<file path="config.mk">
export PLATFORM = sky130hd
export DESIGN_NAME = fft_in_loader
export DESIGN_NICKNAME = d
export VERILOG_FILES = /design/src/rtl/fft_in_loader.sv
export SDC_FILE = /design/constraint.sdc
export NUM_CORES = 1
export LEC_CHECK = 0
export BUFFER_PORTS_ARGS = -buffer_cell sky130_fd_sc_hd__buf_2
export CAP_MARGIN = 25
export CORE_MARGIN = 3
export CORE_UTILIZATION = 58
export CTS_BUF_LIST = sky130_fd_sc_hd__clkbuf_8
export CTS_CLUSTER_DIAMETER = 60
export DETAILED_ROUTE_END_ITERATION = 8
export PLACE_DENSITY_LB_ADDON = 0.1
export SLEW_MARGIN = 40
export SYNTH_ARGS = -nofsm -noshare
export SYNTH_HDL_FRONTEND = slang
export SYNTH_SLANG_ARGS = --single-unit
</file>
<file path="constraint.sdc">
create_clock -name clk -period 3 [get_ports clk]
set_clock_uncertainty 0.15 [all_clocks]
set_input_delay 0.15 -clock clk [delete_from_list [all_inputs] [get_ports clk]]
set_output_delay 0.15 -clock clk [all_outputs]
set_load 0.01 [all_outputs]
</file>
<file path="src/rtl/fft_in_loader.sv">
`default_nettype none
// ============================================================================
// Module   : fft_in_loader
// Purpose  : Serial-to-parallel 8-sample frame loader feeding the first FFT
//            butterfly stage in bit-reversed order, with resync and drop flag.
// Revision : 1.0
// ============================================================================
module fft_in_loader #(
    parameter int W = 16
) (
    input  logic         clk,
    input  logic         reset,
    input  logic         in_valid,
    input  logic [W-1:0] in_data,
    input  logic         in_sof,
    input  logic         in_inv,
    input  logic         clr_err,
    output logic [W-1:0] out_x0,
    output logic [W-1:0] out_x1,
    output logic [W-1:0] out_x2,
    output logic [W-1:0] out_x3,
    output logic [W-1:0] out_x4,
    output logic [W-1:0] out_x5,
    output logic [W-1:0] out_x6,
    output logic [W-1:0] out_x7,
    output logic         out_en,
    output logic         out_inv,
    output logic [7:0]   frame_cnt,
    output logic         drop_err
);

    logic [2:0]   r_wr_idx;
    logic         r_mode;
    logic         r_out_en;
    logic         r_out_inv;
    logic [7:0]   r_frame_cnt;
    logic         r_drop_err;
    logic [W-1:0] r_st  [0:6];
    logic [W-1:0] r_out [0:7];
    logic [W-1:0] w_sample [0:7];

    logic w_take_s0;
    logic w_done;
    logic w_store_mid;
    logic w_drop;

    // An explicit start-of-frame always wins, even when it truncates a frame.
    assign w_take_s0   = in_valid && (in_sof || (r_wr_idx == 3'd0));
    assign w_done      = in_valid && !in_sof && (r_wr_idx == 3'd7);
    assign w_store_mid = in_valid && !w_take_s0 && !w_done;
    assign w_drop      = in_valid && in_sof && (r_wr_idx != 3'd0);

    generate
        for (genvar i = 0; i < 7; i++) begin : g_st
            logic w_we;
            if (i == 0) begin : g_s0
                assign w_we = w_take_s0;
            end else begin : g_sn
                assign w_we = w_store_mid && (r_wr_idx == 3'(i));
            end

            always_ff @(posedge clk or negedge reset) begin
                if (!reset) begin
                    r_st[i] <= '0;
                end else if (w_we) begin
                    r_st[i] <= in_data;
                end
            end

            assign w_sample[i] = r_st[i];
        end
    endgenerate

    // s7 is never staged: it goes straight from the input into the output bank.
    assign w_sample[7] = in_data;

    generate
        for (genvar k = 0; k < 8; k++) begin : g_out
            localparam int c_src = ((k & 1) << 2) | (k & 2) | ((k >> 2) & 1);

            always_ff @(posedge clk or negedge reset) begin
                if (!reset) begin
                    r_out[k] <= '0;
                end else if (w_done) begin
                    r_out[k] <= w_sample[c_src];
                end
            end
        end
    endgenerate

    always_ff @(posedge clk or negedge reset) begin
        if (!reset) begin
            r_wr_idx    <= 3'd0;
            r_mode      <= 1'b0;
            r_out_en    <= 1'b0;
            r_out_inv   <= 1'b0;
            r_frame_cnt <= 8'd0;
            r_drop_err  <= 1'b0;
        end else begin
            r_out_en <= w_done;
            if (w_take_s0) begin
                r_wr_idx <= 3'd1;
                r_mode   <= in_inv;
            end else if (w_done) begin
                r_wr_idx    <= 3'd0;
                r_out_inv   <= r_mode;
                r_frame_cnt <= r_frame_cnt + 8'd1;
            end else if (w_store_mid) begin
                r_wr_idx <= r_wr_idx + 3'd1;
            end

            if (w_drop) begin
                r_drop_err <= 1'b1;
            end else if (clr_err) begin
                r_drop_err <= 1'b0;
            end
        end
    end

    assign out_x0    = r_out[0];
    assign out_x1    = r_out[1];
    assign out_x2    = r_out[2];
    assign out_x3    = r_out[3];
    assign out_x4    = r_out[4];
    assign out_x5    = r_out[5];
    assign out_x6    = r_out[6];
    assign out_x7    = r_out[7];
    assign out_en    = r_out_en;
    assign out_inv   = r_out_inv;
    assign frame_cnt = r_frame_cnt;
    assign drop_err  = r_drop_err;

endmodule
`default_nettype wire

</file>
==> results of run 1 <==
-- registers in the layout, indices dropped and copies added (netlist names) --
register / count
out_x1: 16
r_st: 112
r_wr_idx: 3
out_x4: 16
drop_err: 1
out_en: 1
out_x5: 16
out_x0: 16
frame_cnt: 8
out_x2: 16
out_x7: 16
out_inv: 1
r_mode: 1
out_x6: 16
out_x3: 16
-- stage by stage --
stage | area [sq um] | std cells
floorplan | 9740 | 850
global placement | 10800 | 1198
detailed placement | 10800 | 1198
CTS | 11800 | 1286
global route | 11800 | 1286
finish | 11800 | 1286
-- power groups by stage --
stage	sequential [mW]	clock (mW)	combinational [mW]
6_report	5.14	2.81	2.05
5_1_grt	5.27	3.04	2.30
4_1_cts	5.14	2.88	2.09
3_5_place_dp	5.18	0	2.06
3_3_place_gp	5.15	0	1.98
2_1_floorplan	5.29	0	1.03
-- routing by layer --
layer | global-route usage (%) | vias to the layer above | wire length (um)
met4 | 7.11 | 0 | 421
met2 | 38.1 | 200 | 10300
met1 | 35.0 | 3301 | 9590
met3 | 5.16 | 37 | 1730
li1 | - | 3108 | -
met5 | 0 | - | 0
-- final cells by class --
class	instances	share of cell area, %
tap	216	2.30
inverter	6	0.213
multi-input combinational	549	26.6
sequential	255	54.2
clock buffer	52	6.08
clock inverter	14	0.478
timing repair buffer	194	10.1
-- logic make-up after synthesis --
kind of cell               synth area share (%)
DFF                                        65.5
xor gates and xnor gates                  0.630
muxes                                      13.3
adders and majority gates                 0.899
AOI/OAI and AO/OA                         0.463
and+or+nand+nor                            16.8
buffers and inverters                      2.36
-- worst max-delay path, delay by kind of cell (launching register included) --
kind,cells,cell delay [ps]
and+or+nand+nor,2,800
adders and majority gates,2,540
muxes,1,440
DFF,1,400
-- what timing repair did --
| action | 4_1_cts | 5_1_grt |
|---|---|---|
| endpoints found under the setup margin | 0 | 0 |
| hold buffers | 22 | 0 |
| hold endpoints to repair | 221 | 0 |
-- cells in the final DEF (no fill, tap or decap), types with 3 or more instances in the layout --
master	synthesis	layout
dlygate4sd3_1	0	22
ha_1	7	7
xor2_1	6	6
buf_4	7	7
nand3_2	3	3
nand2_1	385	385
dfrtp_1	255	255
inv_1	6	16
buf_2	19	159
buf_12	0	5
mux2_2	115	115
nor2_1	4	4
clkbuf_8	0	52
nand3_1	6	6
clkinv_2	0	3
nor4_1	3	3
-- worst paths after layout --
| kind | startpoint | endpoint | cells past startpoint |
|---|---|---|---|
| min reg2reg | r_st[69]$_DFFE_PN0P_ | out_x2[5]$_DFFE_PN0P_ | 2 |
| max in group asynchronous | reset | out_x1[13]$_DFFE_PN0P_ | 3 |
| min | reset | out_x4[9]$_DFFE_PN0P_ | 2 |
| max | r_wr_idx[0]$_DFFE_PN0P_ | r_st[83]$_DFFE_PN0P_ | 5 |
| min in group clk | in_inv | r_mode$_DFFE_PN0P_ | 3 |
| max reg2reg | r_wr_idx[0]$_DFFE_PN0P_ | r_st[83]$_DFFE_PN0P_ | 5 |
==> impl_summary.md, run 1 <==
Outcome
The flow ran to the end, and the final reports show no timing, DRC or antenna violations.

Clocking
The clock latency on the worst-skew pair is 520 ps. Clock tree synthesis found a total of 255 sinks. The number of setup buffers added after CTS is 0. The number of CTS-inserted buffers is 41. No sink is reached through more buffers than the 3 on the longest clock path. The number of gates resized after CTS is 0. The CTS tree is built.

The maximum level of the CTS H-tree is 2. The root buffer cell chosen for the clock tree is clkbuf_8. Clock-pin slew was measured on the worst setup and hold paths at 60 ps.

Synth
After synthesis the netlist holds a flip-flop and latch count of 255. The area share of the largest cell type after synthesis is 65.5%. The most common cell in the netlist is nand2_1. Counting distinct cell types in the post-synthesis netlist gives 30. For this run, the register share of the synthesized area comes to 65.5%.

By area the synthesized netlist is led by dfrtp_1 66%, nand2_1 15%, mux2_2 13%. Counting every instance in the synthesized netlist gives 850. Summing every instance area after synthesis gives 9740 sq um. The number of warnings reported in the yosys synthesis log is 0. The cell type with the highest aggregate area in the netlist is dfrtp_1. The mean instance size in the synthesized netlist is 11.5 sq um. For this run, the leading register cell type out of synthesis is dfrtp_1.

The net count after synthesis is 879. The commonest cells after synthesis are 385 x nand2_1, 255 x dfrtp_1, 115 x mux2_2. Yosys mapped a number of flops with a built-in enable equal to 0. Of all flip-flops after synthesis, the portion carrying an async set or reset was 100%.

STA
The count of final hold-check violations was 0. The worst-margin pin slew is 756 ps. Summed over all failing endpoints, the final setup total negative slack is 0 ps. Setup repair after global routing left no endpoint under its margin. The count of endpoints failing setup in the final report is 0. Based on the critical path, the design can be clocked at up to 405 MHz. Measured against its own limit, the worst slew margin works out to 49.5%. The routed design could run at a clock period as short as 2470 ps.

The total count of max-transition violations in the final report is 0. Across all hold checks on the routed design, the worst slack comes to 78.0 ps. Dividing the final minimum period by the clock period gives 82.3%.

The post-route worst setup slack is 530 ps.

Setup path
The biggest fanout along the worst timing path is 16. The required arrival time at the worst endpoint is 3240 ps. STA classifies the critical path endpoint as a register. The signal on the critical path passes through ha_1 -> ha_1 -> nor3b_4 -> nand3_2 -> mux2_2. Across all register-to-register paths, the minimum setup slack is 530 ps. The maximum single-stage delay on the critical path is 480 ps. The arrival time reported for the critical path endpoint is 2710 ps.

The critical path is of the register to register type. On the critical path, the stage with the largest delay is an instance of nand3_2. The sort of element at the start of the critical path is a register.

The most repeated library cell on the critical path is ha_1.

Power and ir drop
In this run switching power makes up 28.8% of total power. The internal power contribution is 7.12 mW. In this run the power spent charging and discharging nets is 2.88 mW.

The share of total power dissipated in the clock network is 28.1%. The share of power burned in combinational logic is 20.5%. The leakage power summed over all cells is 6.61 nW.

The overall power is 10.0 mW. The power share of the sequential group is 51.4%. The peak supply drop is 520 uV. For this design the ratio of total power to cell area is 850 nW/um^2.

Global routing
The first-pass GRT wire length is 34900 um. The total overflow left after global routing is 0. The number of antenna violations at the first check in global routing is 0.

The number of global-route vias before repair is 6592. Global routing used 24.3% of the available tracks across all layers. Entering global routing, the biggest net connects 91 pins.

Routing
The count of nets left with antenna violations once routing finished came out at 0. The mean routed wirelength per cell is 17.1 um. In the routed design, unresolved DRC markers number 0.

The detail-routed via count per cell is 5.17. The pre-antenna-repair detailed-routing pass consisted of 4 iterations. For this block, the routed nets add up to 22100 um of wire. The number of DRC markers in iteration 0 is 437.

Across all layers, the routed design uses 6646 vias.

Die
The die covers 18400 sq um. From bottom edge to top edge, the die measures 136 um. The number of top-level design ports is 161.

The floorplan step set the die width to 136 um. The starting utilization of the core area is 60.2%. The number of standard-cell rows in the floorplan is 46. The total core area is 16200 sq um.

Worst hold path
The worst min-delay path category is input port to async pin.

Final layout
Cells fill 72.8% of the core in the end. The final layout net count is 1076. The filler cells instantiated in the layout total 1227. From synthesis to final layout, the design area changed by 20.8%. The area used by sequential logic in the layout is 6380 sq um.

The post-route netlist has 32.7% of its cells at a drive strength greater than 1. The diode insertion count for antenna repair is 0. The area of combinational cells with multiple inputs is 3140 sq um.

Placed design
The congestion estimate from routability-driven global placement came to 0.863. Port buffering added 160 buffers. OpenSTA, run right after detailed placement, puts the worst setup slack at 553 ps. The wire-length estimate of the detail-placed layout is 13600 um.

Flow run
The number of max-capacitance violations reported is 0.
No activity file was read; power rests on OpenSTA's default activity.
==> inputs of run 2 (changes only) <==
==> constraint.sdc (replaced) <==
create_clock -name clk -period 2.6 [get_ports clk]
set_clock_uncertainty 0.15 [all_clocks]
set_input_delay 0.13 -clock clk [delete_from_list [all_inputs] [get_ports clk]]
set_output_delay 0.13 -clock clk [all_outputs]
set_load 0.01 [all_outputs]
==> impl_summary.md, run 2 (synthesis results as in run 1) <==
Die
The die footprint was 18400 sq um (unchanged). The die height came to 136 um (unchanged). The total core area is 16200 sq um (unchanged).

The number of top-level design ports is 161 (unchanged). The number of standard-cell rows in the floorplan came to 46 (unchanged). The starting utilization of the core area came to 60.2% (unchanged). The horizontal die dimension came to 136 um (unchanged).

Final layout
In the layout the commonest cells are 385 x nand2_1, 255 x dfrtp_1, 159 x buf_2, 115 x mux2_2, 47 x clkbuf_8. The final layout net count was 1080 (+0.37%). The register bank with the most flops is r_st. The most common cell after layout, fill and taps aside is nand2_1. The final standard cell count with taps included and fillers excluded is 1287 (+0.078%).

The number of fillers in the final layout is 1195 (-2.6%). The number of flip-flops under the largest register name came to 112 (unchanged). The diode insertion count for antenna repair is 0 (unchanged). The fraction of layout cells with a size suffix above 1 was 32.4% (-0.31 points). The utilization after layout is 72.6% (-0.13 points). The synthesis-to-layout area growth is 20.6%.

Clocking
The number of buffers inserted by post-CTS setup repair is 0 (unchanged). The maximum clock insertion buffer count was 3 (unchanged). The clock slew seen by the registers of the worst setup and hold paths came to 60 ps (about the same). The clock latency on the worst-skew pair is 510 ps (about the same). The library cell used as clock root buffer is clkbuf_8. The maximum level of the CTS H-tree is 2 (unchanged). The number of CTS-inserted buffers is 41 (unchanged). The CTS sink count is 255 (unchanged). The CTS tree is built.

Placed design
The total placed cells including tap cells is 1201 (+0.25%). The number of I/O port buffers is 160 (unchanged). The final estimated routing congestion in global placement is 0.803 (-7.0%).

The half-perimeter wire length of the detailed placement result was 13500 um (-0.70%).

Setup path
The maximum single-stage delay on the critical path is 590 ps (+110 ps). Traced cell by cell, the critical path runs through inv_1 -> ha_1 -> nor2b_1 -> o32ai_1 -> dlygate4sd3_1. The required arrival time at the worst endpoint is 2840 ps (-400 ps). The number of buffers and inverters on the critical path is 2 (+2). The arrival time reported for the critical path endpoint is 2650 ps (-60 ps). The kind of cell with the highest combined delay along the critical path is buffers and inverters. The biggest fanout along the worst timing path is 9 (-7). The slowest stage of the critical path is the nor2b_1 cell. STA classifies the critical path startpoint as a register. STA classifies the critical path endpoint as a register. The worst setup path category is register to register.

STA
The total count of max-transition violations in the final report came to 0 (unchanged). The max-slew headroom at the worst pin is 50.5% (+1.0 points). Setup repair after global routing left no endpoint under its margin.

The worst-case hold slack came to 4.42 ps (-73.6 ps). The final cycle utilization of the critical path is 92.7% (+10 points). The minimum period implied by the final worst setup slack is 2410 ps (-58.2 ps).

The count of final hold-check violations came to 0 (unchanged). The sum of negative setup slack came to 0 ps (unchanged). The count of endpoints failing setup in the final report came to 0 (unchanged). The maximum clock frequency is 415 MHz (+2.4%). The worst-margin pin slew came to 742 ps (-13.9 ps).

Global routing
The number of global-route vias before repair came to 6625 (+0.50%). The remaining global-route overflow is 0 (unchanged). The global-route usage over all layers came to 24.5% (+0.14 points).

The number of antenna violations at the first check in global routing was 0 (unchanged). The pin count of the biggest net entering global routing came to 75 (-18%). The first-pass GRT wire length came to 35200 um (+0.91%).

Routing
The number of iterations in the first detailed-routing pass is 4 (unchanged). The final wirelength is 21800 um (-0.97%). The total via count after detailed routing is 6661 (+0.23%). The number of remaining DRC errors came to 0 (unchanged).

The residual antenna-violating net count after detailed routing is 0 (unchanged). The mean routed wirelength per cell is 17.0 um (-1.0%). The detail-routed via count per cell is 5.18 (+0.15%).

The number of DRC markers in iteration 0 is 431 (-1.4%).

Worst hold path
The worst min-delay path category is input port to async pin.

Power and ir drop
The power per unit of standard cell area came to 975 nW/um^2 (+15%). The overall power is 11.5 mW (+15%). The peak supply drop is 573 uV (+10%). The leakage power summed over all cells came to 6.61 nW (about the same).

Flow run
The number of max-capacitance violations reported is 0 (unchanged).

Outcome
The flow ran to the end, and the final reports show no timing, DRC or antenna violations.
==> run 2: changes by cell type in the layout (fill, tap and decap cells not counted) <==
cell | previous run | this run
clkinv_2 | 3 | 1
bufinv_16 | 0 | 1
buf_4 | 7 | 10
buf_6 | 0 | 1
o21ai_2 | 0 | 1
o21ai_4 | 1 | 0
inv_1 | 16 | 19
buf_12 | 5 | 4
clkbuf_8 | 52 | 47
dlygate4sd3_1 | 22 | 23
==> run 2: timing repair <==
action,in CTS,in global routing
gates resized for setup,0,1
endpoints found under the hold margin,389,0
hold buffers,23,0
endpoints found under the setup margin,0,73
==> run 2: worst paths after layout <==
| kind | from | to | slack [ps] | cells after the start |
|---|---|---|---|---|
| min in group clk | in_inv | r_mode$_DFFE_PN0P_ | 250 | 3 |
| hold / removal | reset | r_st[87]$_DFFE_PN0P_ | 4 | 2 |
| max in group asynchronous | reset | out_x1[2]$_DFFE_PN0P_ | 1420 | 3 |
| hold reg to reg | r_st[2]$_DFFE_PN0P_ | out_x3[2]$_DFFE_PN0P_ | 300 | 2 |
| setup / recovery | r_wr_idx[0]$_DFFE_PN0P_ | r_wr_idx[1]$_DFFE_PN0P_ | 190 | 5 |
| setup reg to reg | r_wr_idx[0]$_DFFE_PN0P_ | r_wr_idx[1]$_DFFE_PN0P_ | 190 | 5 |
==> run 2: per-layer routing <==
| layer | track usage [%] | vias up | wire, um |
|---|---|---|---|
| li1 | - | 3129 | - |
| met1 | 34.7 | 3291 | 9740 |
| met2 | 38.2 | 196 | 10200 |
| met3 | 5.50 | 45 | 1260 |
| met4 | 8.06 | 0 | 632 |
| met5 | 0 | - | 0 |
==> run 2: stage by stage <==
stage	instance area, sq um	setup slack [ps]
floorplan	9740	402
global placement	10800	197
detailed placement	10800	62.5
CTS	11700	52.6
global route	11700	8.26
finish	11700	189
==> run 2: worst reg2reg max path, stage by stage, from the launching register on <==
cell and delay (ps):
dfrtp_1 410, inv_1 120, ha_1 250, nor2b_1 590, o32ai_1 180, dlygate4sd3_1 580
==> run 2: cell type report <==
type	instances	area, sq um	share of cell area (%)
flip-flops and latches	255	6380	54.3
multi-input cells	549	3130	26.6
repair buffers	198	1210	10.3
clock buffers	47	647	5.51
well taps	216	270	2.30
clock inverters	16	87.6	0.746
inverters	6	25.0	0.213
==> run 2: where the power goes <==
part	total, mW	internal [mW]	switching, mW	leakage (nW)
registers	5.93	5.24	0.686	3.35
logic	2.38	1.21	1.17	2.83
clock network	3.15	1.72	1.43	0.431
